`config.mk`:
```
export PLATFORM = sky130hd
export DESIGN_NAME = decode_stage_pipe
export DESIGN_NICKNAME = d
export VERILOG_FILES = /design/src/rtl/decode_stage_pipe.sv
export SDC_FILE = /design/constraint.sdc
export NUM_CORES = 1
export LEC_CHECK = 0
export ABC_AREA = 1
export CORE_MARGIN = 8
export CORE_UTILIZATION = 60
export DETAILED_ROUTE_END_ITERATION = 10
export PLACE_DENSITY = 0.9
export SLEW_MARGIN = 20
export SYNTH_ARGS = -nofsm -noshare
export SYNTH_HDL_FRONTEND = slang
export SYNTH_SLANG_ARGS = --single-unit
```
`constraint.sdc`:
```
create_clock -name clk -period 10.6 [get_ports clk]
set_input_delay 1.59 -clock clk [delete_from_list [all_inputs] [get_ports clk]]
set_output_delay 1.59 -clock clk [all_outputs]
set_load 0.01 [all_outputs]
```
`src/rtl/decode_stage_pipe.sv`:
```
// RV32I decode stage: decodes instructions into a registered field/control bundle,
// buffers them in a small FIFO and inserts one bubble per load-use hazard.
// Optional illegal-instruction flag is enabled with `define DECODE_ILLEGAL_EN.
module decode_stage_pipe #(
   parameter int BUF_DEPTH = 2,
   parameter int IMM_W     = 32,
   parameter int CNT_W     = 8
) (
   input  logic             clk,
   input  logic             nRst,
   input  logic             in_valid,
   output logic             in_ready,
   input  logic [31:0]      instruction,
   output logic             out_valid,
   input  logic             out_ready,
   output logic [6:0]       opcode,
   output logic [2:0]       funct3,
   output logic [6:0]       funct7,
   output logic [4:0]       rs1,
   output logic [4:0]       rs2,
   output logic [4:0]       rd,
   output logic [IMM_W-1:0] imm,
   output logic             alu_src,
   output logic             mem_to_reg,
   output logic             mem_write,
   output logic             reg_write,
   output logic             branch,
   output logic             jump,
`ifdef DECODE_ILLEGAL_EN
   output logic             illegal,
`endif
   output logic [CNT_W-1:0] bubble_cnt
);

   localparam logic [6:0] OP_R     = 7'b0110011;
   localparam logic [6:0] OP_I     = 7'b0010011;
   localparam logic [6:0] OP_LOAD  = 7'b0000011;
   localparam logic [6:0] OP_S     = 7'b0100011;
   localparam logic [6:0] OP_B     = 7'b1100011;
   localparam logic [6:0] OP_LUI   = 7'b0110111;
   localparam logic [6:0] OP_AUIPC = 7'b0010111;
   localparam logic [6:0] OP_JAL   = 7'b1101111;
   localparam logic [6:0] OP_JALR  = 7'b1100111;

   localparam int PTR_W    = (BUF_DEPTH > 1) ? $clog2(BUF_DEPTH) : 1;
   localparam int CNT_BITS = $clog2(BUF_DEPTH + 1);
   localparam logic [PTR_W-1:0]    LAST_PTR = PTR_W'(BUF_DEPTH - 1);
   localparam logic [CNT_BITS-1:0] FULL_CNT = CNT_BITS'(BUF_DEPTH);

   typedef struct packed {
      logic [6:0]       opcode;
      logic [2:0]       funct3;
      logic [6:0]       funct7;
      logic [4:0]       rs1;
      logic [4:0]       rs2;
      logic [4:0]       rd;
      logic [IMM_W-1:0] imm;
      logic             alu_src;
      logic             mem_to_reg;
      logic             mem_write;
      logic             reg_write;
      logic             branch;
      logic             jump;
`ifdef DECODE_ILLEGAL_EN
      logic             illegal;
`endif
   } bundle_t;

   bundle_t             dec;
   logic [31:0]         imm32;
   bundle_t             mem [BUF_DEPTH];
   bundle_t             head_q;
   logic [PTR_W-1:0]    wr_ptr;
   logic [PTR_W-1:0]    rd_ptr;
   logic [PTR_W-1:0]    rd_ptr_next;
   logic [CNT_BITS-1:0] count;
   logic [CNT_BITS-1:0] count_next;
   logic [CNT_BITS-1:0] remain;
   logic                load_rec_valid;
   logic [4:0]          load_rec_rd;
   logic                hazard;
   logic                full;
   logic                push;
   logic                pop;

   function automatic logic [PTR_W-1:0] ptr_inc(input logic [PTR_W-1:0] p);
      return (p == LAST_PTR) ? '0 : p + PTR_W'(1);
   endfunction

   // Field extraction and control generation; fields a format does not use stay zero.
   always_comb begin
      dec        = '0;
      imm32      = '0;
      dec.opcode = instruction[6:0];
      case (instruction[6:0])
         OP_R: begin
            dec.funct3    = instruction[14:12];
            dec.funct7    = instruction[31:25];
            dec.rs1       = instruction[19:15];
            dec.rs2       = instruction[24:20];
            dec.rd        = instruction[11:7];
            dec.reg_write = 1'b1;
         end
         OP_I, OP_LOAD, OP_JALR: begin
            dec.funct3    = instruction[14:12];
            dec.rs1       = instruction[19:15];
            dec.rd        = instruction[11:7];
            imm32         = {{20{instruction[31]}}, instruction[31:20]};
            dec.alu_src   = 1'b1;
            dec.reg_write = 1'b1;
            if (instruction[6:0] == OP_LOAD)
               dec.mem_to_reg = 1'b1;
            if (instruction[6:0] == OP_JALR)
               dec.jump = 1'b1;
            if (instruction[6:0] == OP_I &&
                (instruction[14:12] == 3'b001 || instruction[14:12] == 3'b101))
               dec.funct7 = instruction[31:25];
         end
         OP_S: begin
            dec.funct3    = instruction[14:12];
            dec.rs1       = instruction[19:15];
            dec.rs2       = instruction[24:20];
            imm32         = {{20{instruction[31]}}, instruction[31:25], instruction[11:7]};
            dec.alu_src   = 1'b1;
            dec.mem_write = 1'b1;
         end
         OP_B: begin
            dec.funct3  = instruction[14:12];
            dec.rs1     = instruction[19:15];
            dec.rs2     = instruction[24:20];
            imm32       = {{20{instruction[31]}}, instruction[7], instruction[30:25],
                           instruction[11:8], 1'b0};
            dec.alu_src = 1'b1;
            dec.branch  = 1'b1;
         end
         OP_LUI, OP_AUIPC: begin
            dec.rd        = instruction[11:7];
            imm32         = {instruction[31:12], 12'b0};
            dec.alu_src   = 1'b1;
            dec.reg_write = 1'b1;
         end
         OP_JAL: begin
            dec.rd        = instruction[11:7];
            imm32         = {{12{instruction[31]}}, instruction[19:12], instruction[20],
                             instruction[30:21], 1'b0};
            dec.alu_src   = 1'b1;
            dec.reg_write = 1'b1;
            dec.jump      = 1'b1;
         end
         default: begin
            dec.funct3 = instruction[14:12];
            dec.rs1    = instruction[19:15];
            dec.rd     = instruction[11:7];
`ifdef DECODE_ILLEGAL_EN
            dec.illegal = 1'b1;
`endif
         end
      endcase
      dec.imm = IMM_W'($signed(imm32));
`ifdef DECODE_ILLEGAL_EN
      // Only funct7 0x00 and 0x20 exist, and 0x20 only pairs with SUB and SRA.
      if (instruction[6:0] == OP_R) begin
         if (instruction[31:25] != 7'b0000000 && instruction[31:25] != 7'b0100000)
            dec.illegal = 1'b1;
         if (instruction[31:25] == 7'b0100000 &&
             instruction[14:12] != 3'b000 && instruction[14:12] != 3'b101)
            dec.illegal = 1'b1;
      end
      if (dec.illegal) begin
         dec.reg_write = 1'b0;
         dec.mem_write = 1'b0;
         dec.branch    = 1'b0;
         dec.jump      = 1'b0;
      end
`endif
   end

   // A recorded load rd is never zero, so zeroed source fields cannot match it.
   assign hazard    = in_valid && load_rec_valid &&
                      (dec.rs1 == load_rec_rd || dec.rs2 == load_rec_rd);
   assign out_valid = (count != '0);
   assign full      = (count == FULL_CNT);
   assign pop       = out_valid && out_ready;
   assign in_ready  = (!full || pop) && !hazard;
   assign push      = in_valid && in_ready;

   always_comb begin
      rd_ptr_next = pop ? ptr_inc(rd_ptr) : rd_ptr;
      remain      = pop ? count - CNT_BITS'(1) : count;
      count_next  = push ? remain + CNT_BITS'(1) : remain;
   end

   always_ff @(posedge clk) begin
      if (push)
         mem[wr_ptr] <= dec;
   end

   // The head register mirrors the oldest entry and keeps the last popped bundle when empty.
   always_ff @(posedge clk or negedge nRst) begin
      if (!nRst) begin
         wr_ptr <= '0;
         rd_ptr <= '0;
         count  <= '0;
         head_q <= '0;
      end else begin
         if (push)
            wr_ptr <= ptr_inc(wr_ptr);
         rd_ptr <= rd_ptr_next;
         count  <= count_next;
         if (remain != '0)
            head_q <= mem[rd_ptr_next];
         else if (push)
            head_q <= dec;
      end
   end

   always_ff @(posedge clk or negedge nRst) begin
      if (!nRst) begin
         load_rec_valid <= 1'b0;
         load_rec_rd    <= '0;
         bubble_cnt     <= '0;
      end else if (hazard) begin
         load_rec_valid <= 1'b0;
         if (bubble_cnt != {CNT_W{1'b1}})
            bubble_cnt <= bubble_cnt + CNT_W'(1);
      end else if (push) begin
         load_rec_valid <= (dec.opcode == OP_LOAD) && (dec.rd != 5'd0);
         load_rec_rd    <= dec.rd;
      end
   end

   assign opcode     = head_q.opcode;
   assign funct3     = head_q.funct3;
   assign funct7     = head_q.funct7;
   assign rs1        = head_q.rs1;
   assign rs2        = head_q.rs2;
   assign rd         = head_q.rd;
   assign imm        = head_q.imm;
   assign alu_src    = head_q.alu_src;
   assign mem_to_reg = head_q.mem_to_reg;
   assign mem_write  = head_q.mem_write;
   assign reg_write  = head_q.reg_write;
   assign branch     = head_q.branch;
   assign jump       = head_q.jump;
`ifdef DECODE_ILLEGAL_EN
   assign illegal    = head_q.illegal;
`endif

endmodule
```
# Word-level counts from Yosys, hierarchy flattened
# Memories as Yosys holds them, arrays and structs flattened.
# Cells that the tools add are included.
# totals
register_bits	88
ram_bits	140
inputBits	36
out_inout_bits	80
wordCells	93
memories	1
# memory_table
name	words	width	read_ports	rd_ports_with_merged_regs	write_ports	line	rtl
mem	2	70	1	0	1	71	bundle_t mem [BUF_DEPTH];
# classes
addsub	5
eq_ne	15
mux	26
n_bitwise	1
reduce_logical	26
# ops
cell	count
$pmux W32 S5	1
$mux W70	2
$eq A7 B6 Y1 const B	3
$eq A7 B7 Y1 const B	3
$mux W5	3
$eq A7 B5 Y1 const B	2
$mux W1	14
$pmux W7 S2	1
$eq A5 B5 Y1	2
$reduce_or A3 Y1	3
$add A8 B1 Y8 const B	1
$ne A8 B8 Y1 const B	1
$reduce_bool A2 Y1	4
$reduce_or A8 Y1	1
$eq A7 B2 Y1 const B	1
$logic_and A1 B1 Y1	7
$mux W7	1
$reduce_or A7 Y1	1
$reduce_bool A5 Y1	1
$mux W2	2
$reduce_and A2 Y1	2
$reduce_or A2 Y1	2
$eq A3 B1 Y1 const B	1
$eq A3 B3 Y1 const B	1
other kinds (9)	13

# Depth between registers and ports, before layout
# Gate-level depths: netlist (run 1).
# depth
ltp_word	11
ltp_mapped	17
mapped_depth_nobuf	16

# Worst setup path after synthesis (run 1)
# No wires, ideal clock.
# synth_path
kind	input -> register
start	input instruction[6]
end	memory mem[0][0] in the netlist's numbering, enable pin
setup_ns	0.501
t_arrival_ns	5.785
setup_slack_ns	4.315
stages	11
n_path_buf	1
cell_sequence	inv_2 -> nand3_1 -> a21oi_4 -> nand2_1 -> xor2_1 -> nand3_1 -> nand2_2 -> nand2_2 -> nand3_2 -> buf_6 -> nor2_1
# synth_via
elab_chain_cells	11
# synth_lines
item	line	rtl
start: declaration	13	input logic [31:0] instruction,
$eq A7 B7 Y1 (tied with other cells)	95	case (instruction[6:0])
$reduce_or A3 Y1 (no source line)	-	
$mux W5	95	
$eq A5 B5 Y1	180	(dec.rs1 == load_rec_rd || dec.rs2 == load_rec_rd);
$logic_or A1 B1 Y1 (*)	180	
$logic_and A1 B1 Y1 (*)	179	assign hazard = in_valid && load_rec_valid &&
$logic_not A1 Y1 (*)	184	assign in_ready = (!full || pop) && !hazard;
$logic_and A1 B1 Y1 (*)	184	
$logic_and A1 B1 Y1 (*)	185	assign push = in_valid && in_ready;
$mux W1 (*)	194	if (push)
$mux W1 (implied by the code) (*)	195	mem[wr_ptr] <= dec;
end: declaration	71	
# Mark *: on every way between the ends. The rest lies on a longest branch, timed or not.

==> results.json, run 1 <==
{
  "viasPerCell": 6.04,
  "p_per_area_nw_per_um2": 316,
  "finalMaxSlewViolations": 0,
  "cp_max_fo": 14,
  "synthCells": 1026,
  "ys_seq_elements": 228,
  "hold_path_startpoint": "rd[2]",
  "synth_area_leaders": "edfxtp_1 (42%), dfrtp_1 (22%), nand2_1 (8.7%)",
  "seq_area_frac_synth": 0.638,
  "synth_top_area_share": 0.419,
  "grt_pass1_wl_um": 41400,
  "slew_headroom": 0.425,
  "synthDistinctLibCells": 34,
  "hold_viol_final": 0,
  "grt_max_degree": 89,
  "avgSynthCellArea_sq_um": 9.79,
  "post-synth-top-area-cell": "edfxtp_1",
  "initial_core_util": 0.610,
  "drv_cap": 0,
  "die_y_um": 145,
  "dieArea_sq_um": 21100,
  "end_kind": "output port",
  "cts_sinks": 228,
  "tightest_slew_ns": 0.860,
  "gr-total-overflow": 0,
  "r2r-start": "load_rec_rd[2]",
  "ys.flop_type": "edfxtp_1",
  "post-route-drc-count": 0,
  "worstReg2RegEnd": "mem[0][11]",
  "core_area_sq_um": 16500,
  "globalRouteTotalUtil": 0.237,
  "synth_edf_count": 140,
  "outcome": "finished clean",
  "ctsHoldBuffers": 0,
  "synthToLayoutAreaGrowth_pct": 19.9,
  "port_buffers": 115,
  "rsz0062_at_grt": "false",
  "fin_ws_ns": 4.24,
  "ios": 116,
  "cts.clk_slew.worst_paths_ns": 0.06,
  "synth_area_sq_um": 10000,
  "finalNetCount": 1156,
  "synth_most_common_cell": "nand2_1",
  "rows": 47,
  "antennaDiodeCount": 0,
  "async_flop_share": 0.386,
  "worst_setup_path_start_kind": "input pin",
  "leakage_nw": 5.25,
  "clk-insertion-delay-late_ns": 0.51,
  "drt_wl_total_um": 25700,
  "irDropWorstVdd_uv": 197,
  "hold_path_depth": 2,
  "cts_root_buf": "clkbuf_16",
  "antenna_found_initial": 0,
  "cts_buffers": 22,
  "preCtsSetupSlack_ns": 4.39,
  "critPathArrivalTime_ns": 4.77,
  "largest-register": "mem",
  "wl_per_cell_um": 19.0,
  "fmax_mhz": 157,
  "final_antenna_net_count": 0,
  "fin_util": 0.731,
  "worst_ep_required_time_ns": 9.01,
  "skew_ns": 0.0129,
  "final.setup.tns_ns": 0,
  "path_class": "input pin to output port",
  "syn_nets": 1066,
  "drt_pass1_iterations": 5,
  "htreeDepth": 1,
  "dpl.hpwl_um": 16000,
  "layout-drive-gt1-share": 0.0618,
  "min_path_type": "flop to flop",
  "clockBufferDepth": 3,
  "crit_start": "instruction[6]",
  "yosys_warnings": 0,
  "globalplace.congestion": 0.871,
  "min_to": "rd[2]",
  "largest_register_ffs": 140,
  "ctsResizeCount": 0,
  "finalCritPeriodShare": 0.600,
  "r2r_cells": 10,
  "tritoncts": "done",
  "reg2reg_slack_ns": 7.10,
  "grt_pass1_vias": 8088,
  "vias": 8171,
  "period_needed_ns": 6.36,
  "drt_iter0_drc": 1006,
  "finalSetupViolCount": 0,
  "die_x_um": 145,
  "synthTopCellsByCount": "nand2_1 (232), edfxtp_1 (140), o21ai_0 (108)",
  "postCtsSetupBuffers": 0
}
-- worst max-delay path by stage --
| stage | cells past startpoint | endpoint | slack (ns) |
|---|---|---|---|
| finish | 12 | in_ready | 4.24 |
| global route | 12 | in_ready | 3.98 |
| CTS | 12 | in_ready | 4.31 |
| detailed placement | 12 | in_ready | 4.39 |
| global placement | 12 | in_ready | 4.56 |
| floorplan | 11 | mem[0][0] | 4.31 |
-- routing by layer --
metal / track usage / up-vias / share of wire
li1: - / 3652 / -
met1: 0.305 / 3897 / 0.38
met2: 0.389 / 556 / 0.48
met3: 0.0501 / 66 / 0.11
met4: 0.0895 / 0 / 0.029
met5: 0 / - / 0
-- power by group --
group	internal, mW	switching, mW
logic	0.587	1.05
registers	1.25	0.120
clock network	0.449	0.341
-- kinds of logic (layout without fill, tap and decap cells) --
kind of cell,after synthesis,count (layout),share of synthesized area
compound gates,183,183,0.0999
xor+xnor,8,8,0.00698
fa+ha+maj,4,4,0.00498
buf+inv,145,251,0.0594
flops,228,228,0.638
simple gates,458,458,0.191
-- worst max-delay path, stage by stage --
cell and delay, ns:
clkdlybuf4s50_1 0.66, nor2_1 0.10, nand3_1 0.43, nand2_2 0.29, nor2_1 0.29, nand2_1 0.08
nand2_1 0.07, inv_1 0.04, nand3_1 0.08, nand2_2 0.14, a21boi_0 0.38, clkdlybuf4s50_1 0.62
-- layout by cell type (no fill, tap or decap), drive strengths merged, types with 2 or more instances in the layout --
cell type / Yosys / routed
a21boi: 2 / 2
a21oi: 24 / 24
a22o: 2 / 2
buf: 19 / 9
bufinv: 0 / 2
clkbuf: 38 / 23
clkdlybuf4s50: 0 / 114
clkinv: 0 / 11
clkinvlp: 0 / 4
dfrtp: 88 / 88
edfxtp: 140 / 140
ha: 4 / 4
inv: 88 / 88
nand2: 239 / 239
nand3: 95 / 95
nand4: 8 / 8
nor2: 107 / 107
nor3: 5 / 5
nor4: 2 / 2
o21ai: 108 / 108
o22ai: 43 / 43
xnor2: 2 / 2
xor2: 6 / 6
-- stage by stage --
stage	power (mW)	hold WS, ns	area, sq um	cells
3_5_place_dp	2.99	0.496	11300	1312
2_1_floorplan	2.38	0.468	10000	1026
5_1_grt	4.03	0.532	12000	1352
6_report	3.80	0.510	12000	1352
3_3_place_gp	2.93	0.482	11300	1312
4_1_cts	3.79	0.514	12000	1352
-- cell type report --
class / count / area [sq um]
well taps: 220 / 275
fillers: 1058 / 4430
flip-flops and latches: 228 / 6410
clock inverters: 17 / 164
inverters: 88 / 330
multi-input cells: 653 / 3080
clock buffers: 23 / 576
repair buffers: 123 / 1210
Power figures use the tool's default switching activity.
==> inputs of run 2 (changes only) <==
Settings changed: CORE_UTILIZATION 60 to 56, PLACE_DENSITY 0.9 to 0.85.
Clock period 10.6 ns to 6.67 ns, I/O delays scaled along.
==> run 2 against run 1 <==
Net effect: die area is 6.3% higher; combinational power is 59% higher; global-route usage shrank 1.3 points; clock power is 75% higher; worst hold slack worse by 0.0046 ns; sequential power rose by 58%; register-to-register slack worse by 3.9 ns; setup slack got worse by 2.8 ns; non-clock buffer count rose by 2; critical endpoint unchanged; largest cell class unchanged.
==> results.json, run 2 (same netlist as run 1, synthesis figures left out) <==
{
  "path_class": "input pin to output port",
  "initial_core_util": 0.565,
  "slew_headroom": 0.367,
  "r2r_cells": 13,
  "grt_pass1_wl_um": 40300,
  "grt_pass1_vias": 7707,
  "critPathBufInv": 3,
  "slowest_stage": "clkdlybuf4s50_1",
  "tritoncts": "done",
  "hold_viol_final": 0,
  "finalNetCount": 1159,
  "clockBufferDepth": 3,
  "htreeDepth": 1,
  "ios": 116,
  "pwr-share-seq": 0.352,
  "final_common_cell": "nand2_1",
  "wl_per_cell_um": 18.8,
  "comb_power_share": 0.424,
  "period_needed_ns": 5.27,
  "cp_max_fo": 14,
  "skew_ns": 0.0206,
  "hold_path_startpoint": "rd[2]",
  "end_kind": "output port",
  "grt_max_degree": 71,
  "layout-drive-gt1-share": 0.0626,
  "synthToLayoutAreaGrowth_pct": 21.2,
  "min_path_type": "flop to flop",
  "post_dp_cell_area_sq_um": 11300,
  "port_buffers": 115,
  "rows": 49,
  "rsz0062_at_grt": "false",
  "design_area_sq_um": 12200,
  "critPathArrivalTime_ns": 4.27,
  "dieArea_sq_um": 22500,
  "largest-register": "mem",
  "vias": 7980,
  "globalplace.congestion": 0.880,
  "fmax_mhz": 190,
  "worstReg2RegEnd": "rs1[4]",
  "gr-total-overflow": 0,
  "worst_setup_path_start_kind": "input pin",
  "antenna_found_initial": 1,
  "largest_register_ffs": 140,
  "finalMaxSlewViolations": 0,
  "finalSetupViolCount": 0,
  "drv_cap": 0,
  "post-route-drc-count": 0,
  "drt_iter0_drc": 1123,
  "cts.clk_slew.worst_paths_ns": 0.06,
  "finalCritPeriodShare": 0.790,
  "switching_share": 0.387,
  "final_antenna_net_count": 0,
  "ctsHoldBuffers": 0,
  "crit_path_max_incr_delay_ns": 0.65,
  "drt_wl_total_um": 25700,
  "globalRouteTotalUtil": 0.224,
  "viasPerCell": 5.84,
  "crit_family": "simple AND/OR/NAND/NOR gates",
  "r2r-start": "count[0]",
  "die_x_um": 150,
  "cp_cell_sequence": "clkdlybuf4s50_1, nor2_1, nand3_1, nand2_2, nor2_1, nand2_1, nand2_1, inv_1, nand3_1, nand2_2, a21boi_0, clkdlybuf4s50_1",
  "core_area_sq_um": 17800,
  "drt_pass1_iterations": 6,
  "switchingPower_mw": 2.39,
  "postCtsSetupBuffers": 0,
  "leakage_nw": 5.30,
  "preCtsSetupSlack_ns": 1.47,
  "die_y_um": 150,
  "cts_buffers": 23,
  "ctsResizeCount": 0,
  "dpl.hpwl_um": 16300,
  "intPower_mw": 3.78,
  "reg2reg_slack_ns": 3.15,
  "hold_path_depth": 2,
  "clk-insertion-delay-late_ns": 0.51,
  "mostFrequentLayoutCells": "nand2_1 (231), edfxtp_1 (140), clkdlybuf4s50_1 (114)",
  "irDropWorstVdd_uv": 343,
  "clock_power_share": 0.224,
  "tightest_slew_ns": 0.947,
  "final.setup.tns_ns": 0,
  "worst_ep_required_time_ns": 5.67,
  "cts_root_buf": "clkbuf_16",
  "fin_ws_ns": 1.40,
  "p_per_area_nw_per_um2": 507,
  "outcome": "finished clean",
  "min_to": "rd[2]",
  "cts_sinks": 228
}
## run 2: changes by cell type in the layout (fill, tap and decap cells not counted), moves of 2 or more
cell and change:
inv_4 +2, clkbuf_1 +2, bufinv_16 +3, buf_12 +2
clkinv_2 -6, diode_2 +2
## run 2: layout make-up
class | instances | area (sq um)
Clock inverter | 15 | 220
Sequential cell | 228 | 6410
Tap cell | 229 | 287
Multi-Input combinational cell | 653 | 3080
Timing Repair Buffer | 125 | 1250
Inverter | 88 | 330
Antenna cell | 2 | 5.00
Clock buffer | 26 | 597
Fill cell | 1252 | 5610
## run 2: worst max path at each step
| stage | start | to | slack [ns] | cells after the start |
|---|---|---|---|---|
| 2_1_floorplan | instruction[6] | mem[0][0] | 0.97 | 11 |
| 3_3_place_gp | instruction[6] | mem[0][64] | 1.64 | 14 |
| 3_5_place_dp | instruction[6] | mem[0][64] | 1.47 | 14 |
| 4_1_cts | instruction[6] | in_ready | 1.52 | 12 |
| 5_1_grt | instruction[6] | in_ready | 1.22 | 12 |
| 6_report | instruction[6] | in_ready | 1.40 | 12 |
## run 2: worst register-to-register path, stage by stage, from the launching register on
cell and delay [ns]:
dfrtp_1 0.36, inv_1 0.06, ha_1 0.18, inv_1 0.06, nand2_1 0.12, o21ai_0 0.25
inv_1 0.11, ha_4 0.33, inv_2 0.72, buf_4 0.60, o21ai_0 0.16, o21ai_0 0.32
nand2_1 0.11, nand2_1 0.07
## run 2: layer usage
metal,vias up,track usage,part of all wire
met5,-,0,0
met4,0,0.0860,0.034
met3,71,0.0441,0.098
met2,453,0.371,0.49
met1,3779,0.285,0.38
li1,3677,-,-
## run 2: power by group through the flow
stage | Clock, mW | Sequential, mW | Combinational [mW]
floorplan | 0 | 2.27 | 1.52
global placement | 0 | 2.17 | 2.52
detailed placement | 0 | 2.19 | 2.58
CTS | 1.39 | 2.17 | 2.62
global route | 1.45 | 2.21 | 2.89
finish | 1.38 | 2.17 | 2.61
## run 2: metrics by stage
stage | hold WS, ns | total power, mW | std cells | util
5_1_grt | 0.528 | 6.54 | 1365 | 0.684
6_report | 0.506 | 6.16 | 1366 | 0.684
3_5_place_dp | 0.494 | 4.76 | 1323 | 0.638
3_3_place_gp | 0.494 | 4.70 | 1323 | 0.638
4_1_cts | 0.513 | 6.17 | 1364 | 0.684
2_1_floorplan | 0.468 | 3.79 | 1026 | -
==> inputs of run 3 (changes only) <==
Settings changed: CORE_UTILIZATION 56 to 51, PLACE_DENSITY 0.85 to 0.82.
Clock period 6.67 ns to 4.5 ns, I/O delays scaled along.
==> run 3 against run 2 <==
Net effect: cell count rose by 2.9%; worst hold slack got worse by 0.33 ns; sequential power rose by 48%; clock skew fell by 0.0056 ns; register-to-register slack got worse by 1.6 ns; core utilization fell by 5.8 points; sequential cell count did not move.
==> results.json, run 3 (same netlist as run 1, synthesis figures left out) <==
{
  "final_antenna_net_count": 0,
  "switchingPower_mw": 3.56,
  "pwr-share-seq": 0.358,
  "critPathBufInv": 4,
  "final.setup.tns_ns": 0,
  "cpMostUsedCell": "nand2_2",
  "cts_sinks": 228,
  "initial_core_util": 0.518,
  "postCtsSetupBuffers": 0,
  "die_y_um": 156,
  "drt_iter0_drc": 1071,
  "viasPerCell": 5.65,
  "finalCritPeriodShare": 0.902,
  "finalSetupViolCount": 0,
  "intPower_mw": 5.43,
  "cp_cell_sequence": "clkdlybuf4s50_1, inv_2, nand2_2, nor2_4, nand2_4, nand2_2, nor2_1, nand2_1, nand2_1, inv_1, nand3_1, nand2_2, a21boi_0, clkdlybuf4s50_1",
  "crit_family": "buffers and inverters",
  "ctsHoldBuffers": 0,
  "tritoncts": "done",
  "drt_pass1_iterations": 5,
  "rows": 51,
  "globalplace.congestion": 0.833,
  "outcome": "finished clean",
  "worst_setup_path_start_kind": "input pin",
  "fin_util": 0.627,
  "fmax_mhz": 246,
  "worst_ep_required_time_ns": 3.83,
  "antenna_found_initial": 0,
  "cp_max_fo": 14,
  "clk-insertion-delay-late_ns": 0.51,
  "cts.clk_slew.worst_paths_ns": 0.06,
  "tightest_slew_ns": 0.894,
  "ctsResizeCount": 0,
  "clockBufferDepth": 3,
  "final_common_cell": "nand2_1",
  "htreeDepth": 1,
  "fillers": 1540,
  "path_class": "input pin to output port",
  "finalMaxSlewViolations": 0,
  "largest_register_ffs": 140,
  "gr-total-overflow": 0,
  "grt_max_degree": 112,
  "skew_ns": 0.0149,
  "switching_share": 0.396,
  "post-route-drc-count": 0,
  "mostFrequentLayoutCells": "nand2_1 (231), edfxtp_1 (140), clkdlybuf4s50_1 (114)",
  "synthToLayoutAreaGrowth_pct": 21.0,
  "die_x_um": 156,
  "drv_cap": 0,
  "drt_wl_total_um": 26100,
  "crit_path_max_incr_delay_ns": 0.59,
  "hold_viol_final": 0,
  "period_needed_ns": 4.06,
  "comb_power_share": 0.440,
  "finalNetCount": 1164,
  "grt_pass1_wl_um": 41700,
  "globalRouteTotalUtil": 0.213,
  "rsz0062_at_grt": "false",
  "dpl.hpwl_um": 16800,
  "largest-register": "mem",
  "p_per_area_nw_per_um2": 739,
  "end_kind": "output port",
  "port_buffers": 115,
  "dieArea_sq_um": 24400,
  "cts_buffers": 23,
  "clock_power_share": 0.201,
  "core_area_sq_um": 19400,
  "wl_per_cell_um": 18.6,
  "layout-drive-gt1-share": 0.0605,
  "irDropWorstVdd_uv": 487,
  "min_path_type": "input pin to asynchronous set/reset pin",
  "leakage_nw": 5.29,
  "critPathArrivalTime_ns": 3.39,
  "grt_pass1_vias": 7989,
  "slew_headroom": 0.402,
  "cts_root_buf": "clkbuf_16",
  "slowest_stage": "clkdlybuf4s50_1",
  "ios": 116,
  "vias": 7947,
  "antennaDiodeCount": 0
}
-- run 3: changes by cell type in the layout (fill, tap and decap cells not counted), sizes merged --
cell,delta
inv,-1
buf,+5
clkbuf,+7
diode,-2
bufinv,-4
clkinvlp,-4
clkinv,+3
-- run 3: path summary, 6_finish.rpt --
| kind | start | to | slack, ns | cells after the start |
|---|---|---|---|---|
| worst max-delay path | instruction[4] | in_ready | 0.44 | 14 |
| worst min register to register | opcode[1] | opcode[1] | 0.51 | 2 |
| worst max register to register | count[0] | rs2[4] | 1.52 | 12 |
| max in group asynchronous | nRst | funct7[4] | 3.29 | 2 |
| min in group clk | opcode[1] | opcode[1] | 0.51 | 2 |
| worst min-delay path | nRst | bubble_cnt[4] | 0.18 | 1 |
-- run 3: cell type report --
cell class                 instances  area [sq um]  share of cell area
sequential                       228          6410               0.527
multi-input combinational        653          3080               0.253
timing repair buffer             130          1310               0.108
clock buffer                      33           623              0.0513
tap                              265           332              0.0273
inverter                          88           330              0.0272
clock inverter                     9          76.3             0.00628
-- run 3: power groups by stage --
stage / combinational [mW] / clock, mW / sequential, mW
2_1_floorplan: 2.25 / 0 / 3.35
3_3_place_gp: 3.82 / 0 / 3.23
3_5_place_dp: 3.93 / 0 / 3.25
4_1_cts: 3.98 / 1.82 / 3.22
5_1_grt: 4.39 / 1.91 / 3.28
6_report: 3.96 / 1.81 / 3.22
-- run 3: worst register-to-register path, delay by kind of cell (launching register included) --
kind	cells	cell delay, ns
adders and majority gates	2	0.92
buffers and inverters	4	0.54
AOI/OAI and AO/OA	2	0.39
DFF	1	0.37
xor gates and xnor gates	1	0.36
and+or+nand+nor	3	0.31
-- run 3: stage by stage --
step / setup WS (ns) / std cells / hold WS [ns] / total power [mW] / instance area, sq um
after floorplan: 0.325 / 1026 / 0.379 / 5.60 / 10000
after global placement: 0.632 / 1364 / 0.480 / 7.05 / 11500
after detailed placement: 0.457 / 1364 / 0.496 / 7.19 / 11500
after CTS: 0.451 / 1406 / 0.199 / 9.01 / 12200
after global routing: 0.215 / 1406 / 0.225 / 9.58 / 12200
final: 0.440 / 1406 / 0.176 / 8.98 / 12200
-- run 3: metal layers --
metal	wire length, um	up-vias	track usage
met2	12400	401	0.347
met4	812	0	0.0783
met3	2210	69	0.0425
met1	10700	3804	0.279
met5	0	-	0
li1	-	3673	-
